`config.mk`:
```
export PLATFORM = sky130hd
export DESIGN_NAME = mem_arbiter
export DESIGN_NICKNAME = d
export VERILOG_FILES = /design/src/rtl/mem_arbiter.sv
export SDC_FILE = /design/constraint.sdc
export NUM_CORES = 1
export LEC_CHECK = 0
export CAP_MARGIN = 10
export CORE_UTILIZATION = 50
export CTS_BUF_LIST = sky130_fd_sc_hd__clkbuf_16
export DETAILED_ROUTE_END_ITERATION = 10
export DONT_BUFFER_PORTS = 1
export SYNTH_ARGS = -nofsm -noshare
export SYNTH_HDL_FRONTEND = slang
export SYNTH_SLANG_ARGS = --single-unit
```
`constraint.sdc`:
```
create_clock -name clk -period 4.1 [get_ports clk]
set_input_delay 0.205 -clock clk [delete_from_list [all_inputs] [get_ports clk]]
set_output_delay 0.205 -clock clk [all_outputs]
set_load 0.1 [all_outputs]
```
`src/rtl/mem_arbiter.sv`:
```
// Two-requester round-robin arbiter in front of a single-port asynchronous-read memory,
// with an optional write-protected (ROM) address window. One access per three cycles.
module mem_arbiter #(
    parameter int                ADDR_W = 15,
    parameter int                DATA_W = 8,
    parameter bit                WP_EN  = 1'b0,
    parameter logic [ADDR_W-1:0] WP_LO  = 15'h0000,
    parameter logic [ADDR_W-1:0] WP_HI  = 15'h7FFF
) (
    input  logic              clk,
    input  logic              reset,

    input  logic              a_req,
    input  logic              a_we,
    input  logic [ADDR_W-1:0] a_addr,
    input  logic [DATA_W-1:0] a_wdata,
    output logic              a_ack,
    output logic [DATA_W-1:0] a_rdata,
    output logic              a_err,

    input  logic              b_req,
    input  logic              b_we,
    input  logic [ADDR_W-1:0] b_addr,
    input  logic [DATA_W-1:0] b_wdata,
    output logic              b_ack,
    output logic [DATA_W-1:0] b_rdata,
    output logic              b_err,

    output logic              busy,
    output logic              mem_write_enable,
    output logic              mem_output_enable,
    output logic [ADDR_W-1:0] mem_address,
    output logic [DATA_W-1:0] mem_data_in,
    input  logic [DATA_W-1:0] mem_data_out
);

    typedef enum logic [1:0] {
        IDLE   = 2'd0,
        ACCESS = 2'd1,
        ACK    = 2'd2
    } state_t;

    state_t              state_q;
    logic                last_grant_q;   // 0 = A, 1 = B; also selects the requester being served
    logic [ADDR_W-1:0]   addr_q;
    logic [DATA_W-1:0]   wdata_q;
    logic                we_q;
    logic                prot_q;
    logic [DATA_W-1:0]   a_rdata_q, b_rdata_q;
    logic                a_ack_q, b_ack_q, a_err_q, b_err_q;

    logic                grant_b_d;
    logic [ADDR_W-1:0]   addr_d;
    logic [DATA_W-1:0]   wdata_d;
    logic                we_d;
    logic                prot_d;

    // Two extra sign bits keep the window compares meaningful even when the
    // window spans the whole address space.
    logic signed [ADDR_W+1:0] addr_s, lo_s, hi_s;

    always_comb begin
        // NOTE: every output of this block gets a default first so no path leaves
        // one unassigned, which would otherwise infer a latch.
        grant_b_d = b_req;
        if (a_req && b_req) begin
            grant_b_d = ~last_grant_q;
        end
        addr_d  = grant_b_d ? b_addr  : a_addr;
        wdata_d = grant_b_d ? b_wdata : a_wdata;
        we_d    = grant_b_d ? b_we    : a_we;
    end

    assign addr_s = $signed({2'b00, addr_d});
    assign lo_s   = $signed({2'b00, WP_LO});
    assign hi_s   = $signed({2'b00, WP_HI});
    assign prot_d = WP_EN && we_d && (addr_s >= lo_s) && (addr_s <= hi_s);

    // NOTE: all state is updated with non-blocking assignments so every register
    // sees the pre-edge value of every other register, matching real flops.
    always_ff @(posedge clk) begin
        if (reset) begin
            state_q      <= IDLE;
            last_grant_q <= 1'b1;
            addr_q       <= '0;
            wdata_q      <= '0;
            we_q         <= 1'b0;
            prot_q       <= 1'b0;
            a_rdata_q    <= '0;
            b_rdata_q    <= '0;
            a_ack_q      <= 1'b0;
            b_ack_q      <= 1'b0;
            a_err_q      <= 1'b0;
            b_err_q      <= 1'b0;
        end else begin
            a_ack_q <= 1'b0;
            b_ack_q <= 1'b0;
            a_err_q <= 1'b0;
            b_err_q <= 1'b0;
            case (state_q)
                IDLE: begin
                    if (a_req || b_req) begin
                        state_q      <= ACCESS;
                        last_grant_q <= grant_b_d;
                        addr_q       <= addr_d;
                        wdata_q      <= wdata_d;
                        we_q         <= we_d;
                        prot_q       <= prot_d;
                    end
                end
                ACCESS: begin
                    state_q <= ACK;
                    if (!we_q) begin
                        if (last_grant_q) b_rdata_q <= mem_data_out;
                        else              a_rdata_q <= mem_data_out;
                    end
                    a_ack_q <= ~last_grant_q;
                    b_ack_q <= last_grant_q;
                    a_err_q <= ~last_grant_q & prot_q;
                    b_err_q <= last_grant_q & prot_q;
                end
                ACK:     state_q <= IDLE;
                default: state_q <= IDLE;
            endcase
        end
    end

    // Strobes and completion flags are masked by reset so an access caught by
    // reset mid-flight never writes memory and never reports completion.
    assign mem_output_enable = ~reset & (state_q == ACCESS) & ~we_q;
    assign mem_write_enable  = ~reset & (state_q == ACCESS) & we_q & ~prot_q;
    assign mem_address       = addr_q;
    assign mem_data_in       = wdata_q;

    assign busy    = (state_q != IDLE);
    assign a_ack   = a_ack_q & ~reset;
    assign b_ack   = b_ack_q & ~reset;
    assign a_err   = a_err_q & ~reset;
    assign b_err   = b_err_q & ~reset;
    assign a_rdata = a_rdata_q;
    assign b_rdata = b_rdata_q;

endmodule

```
==> results.toml <==
[route]
routed_via_density = 5.92
wirelength_mm = 4.52
drtAntennaViolNets = 0
first_pass_iters = 4
drtIter0Drc = 58
vias = 1557
routedWlPerCell_um = 17.2
drc_errors = 0

[yosys]
synth-main-ff-cell = "dfxtp_1"
ys_seq_area_share_pct = 44.5
post_synth_num_cell_types = 28
synth-edff-count = 0
synth_top_family_by_area = "compound AO/OA/AOI/OAI gates"
synth_most_common_cell = "nand2_1"
synth_commonest_cells = "nand2_1, dfxtp_1, a21oi_1"
synth-compound-area-share_pct = 26.0
synthCells = 224
synth.top_cell.area_share_pct = 44.5
async_flop_share_pct = 0
postSynthAreaPerCell_um2 = 9.03
synthAdderAreaFrac_pct = 0
synthXorXnorAreaFrac_pct = 0
synth_top_area_cell = "dfxtp_1"
yosys-top-cells-area = "dfxtp_1, a311oi_2, nand2_1, a21oi_1, mux2i_1"
ys_seq_elements = 45
synth_simple_gate_area_share_pct = 18.7
yosys_warnings = 0
synth_area_mm2 = 0.00202
synth_mux_area_share_pct = 3.96

[floorplan]
core_area_mm2 = 0.00377
die_width_um = 65.6
dieArea_mm2 = 0.00430
ios = 106
start_util_pct = 53.6
fp.dieH_um = 65.6
rows = 22

[worst_setup_path]
worstReg2RegEnd = "mem_address[0]$_SDFFE_PP0P_"
reg2reg_setup_slack_ps = 2020
slowest_delay_ps = 820
arrival_ps = 2190
end_kind = "primary output"
reg2reg_from = "state_q[1]$_SDFFE_PP0P_"
critPathLaunchType = "flop"
critPathKind = "flop to primary output"
critPathMaxFanout = 27
cp_top_family = "simple AND/OR/NAND/NOR gates"
slowest_stage = "nor2_2"
rr_worst_depth = 3
crit_chain = "nor2_2 > inv_1"
required_ps = 3890
path_buf_inv = 1

[pwr]
leakage_nw = 0.773
swShare_pct = 41.7
clkPwrFrac_pct = 28.6
power_mw = 1.30
seqPwrFrac_pct = 57.4
intPower_mw = 0.761
power.density_mw_per_mm2 = 598
power_switching_mw = 0.544
combPwrFrac_pct = 14.0
ir_drop_mv = 0.277

[hold_path]
hold_class = "input pin to flop"
min_from = "reset"
worstHoldPathCells = 1
min_to = "state_q[1]$_SDFFE_PP0P_"

[global_route]
antenna_found_initial = 0
grt_overflow = 0
grt_max_degree = 40
grt_pass1_vias = 1522
track_usage_pct = 22.2
grt_pass1_wl_mm = 7.21

[clock_tree]
root_buffer = "clkbuf_16"
postCtsHoldBufs = 3
cts.sinks = 45
postCtsSetupBuffers = 0
cts_resized = 0
htreeDepth = 2
clock_latency_ps = 280
clk_pin_slew_ps = 60
ctsLongestPathBuffers = 2
cts_tree = "done"
cts_buffers = 5

[layout]
nNetsFinal = 275
fillers = 336
n_antenna_cell = 0
area_delta_synth_final_pct = 7.85
drive_gt1_share_pct = 16.7

[timing]
slew_viol_final = 0
finalSetupViolations = 0
slew_headroom_pct = 27.3
fmax_ghz = 0.418
finalCritPeriodShare_pct = 58.4
setup_ws_ps = 1710
fin_crit_ps = 2390
grt_setup_unrepaired = "false"
clock_skew_ps = 2.11
setup-tns-final_ps = 0
hold_violations = 0
worstMarginPinSlew_ps = 1080

[run_status]
status = "finished clean"

[placed_design]
dp_hpwl_mm = 2.95
pre_cts_slack_ps = 2050
portBuffers = 0
routabilityCongestion = 0.663

[flow_run]
drv_cap = 0
[registers in the layout (all words and copies together), names as in the netlist]
| signal | cells |
|---|---|
| a_rdata | 8 |
| mem_data_in | 8 |
| last_grant_q | 1 |
| a_ack_q | 1 |
| state_q | 2 |
| b_rdata | 8 |
| we_q | 1 |
| b_ack_q | 1 |
| mem_address | 15 |
[final cells by class]
cell class                 count  area (µm²)  area share [%]
sequential                    45         901            41.3
multi-input combinational    157        1010            46.2
clock buffer                   5         125            5.73
tap                           48        60.1            2.75
clock inverter                 2        11.3           0.516
inverter                       1        3.75           0.172
timing repair buffer           5        72.6            3.33
[cells in the final DEF (no fill, tap or decap)]
master         count
dfxtp_1           45
a211o_1            1
inv_1              1
a21bo_1            1
clkinvlp_4         1
and2_1             2
a21oi_1           32
clkbuf_16          6
nand2b_1           1
or2_1              1
nor2b_2            2
nor3_2             1
a21boi_2           1
nor3_1             1
clkinv_1           1
a311oi_2          19
nor2b_1            1
nor2_1             9
dlygate4sd3_1      2
and2_4             1
nor4bb_2           1
a311oi_1           5
buf_4              1
nand2_1           64
conb_1             2
nor2_2             1
buf_12             1
a21boi_0           1
mux2i_1            8
or4b_1             1
nor4b_2            1
[per-layer routing]
metal  GRT usage, %  vias to the layer above  share of wire, %  wire (µm)
met2           38.1                       68                49       2210
met1           26.0                      723                41       1850
met4           5.71                        0              0.93         42
met5              0                        -                 0          0
met3           7.99                        7               9.3        419
li1               -                      759                 -          -
[how the worst max path moves through the flow]
stage	start	to	slack, ps	cells after the start
final	state_q[1]$_SDFFE_PP0P_	busy	1710	2
after global routing	state_q[1]$_SDFFE_PP0P_	busy	1500	2
after CTS	state_q[1]$_SDFFE_PP0P_	busy	1730	2
after detailed placement	state_q[1]$_SDFFE_PP0P_	busy	2050	2
after global placement	state_q[1]$_SDFFE_PP0P_	busy	2080	2
after floorplan	state_q[1]$_SDFFE_PP0P_	mem_output_enable	1360	2
[kinds of logic after synthesis]
| group | count (synthesis) |
|---|---|
| other | 1 |
| AO/OA/AOI/OAI | 60 |
| buffers and inverters | 23 |
| AND/OR/NAND/NOR | 87 |
| flip-flops | 45 |
| multiplexers | 8 |
[metrics by stage]
stage,util [%],hold WS (ps),instance area (µm²),instances
3_5_place_dp,53.0,281,2000,252
2_1_floorplan,-,341,2030,225
5_1_grt,57.9,14.1,2180,263
3_3_place_gp,53.0,278,2000,252
4_1_cts,57.7,12.7,2170,262
6_report,57.9,18.1,2180,263
[power groups by stage]
stage / clock network, mW / logic [mW] / registers, mW
floorplan: 0 / 0.170 / 0.746
global route: 0.399 / 0.199 / 0.755
global placement: 0 / 0.164 / 0.756
detailed placement: 0 / 0.171 / 0.758
CTS: 0.381 / 0.182 / 0.750
finish: 0.373 / 0.182 / 0.749
(Power assumes the default switching activity.)
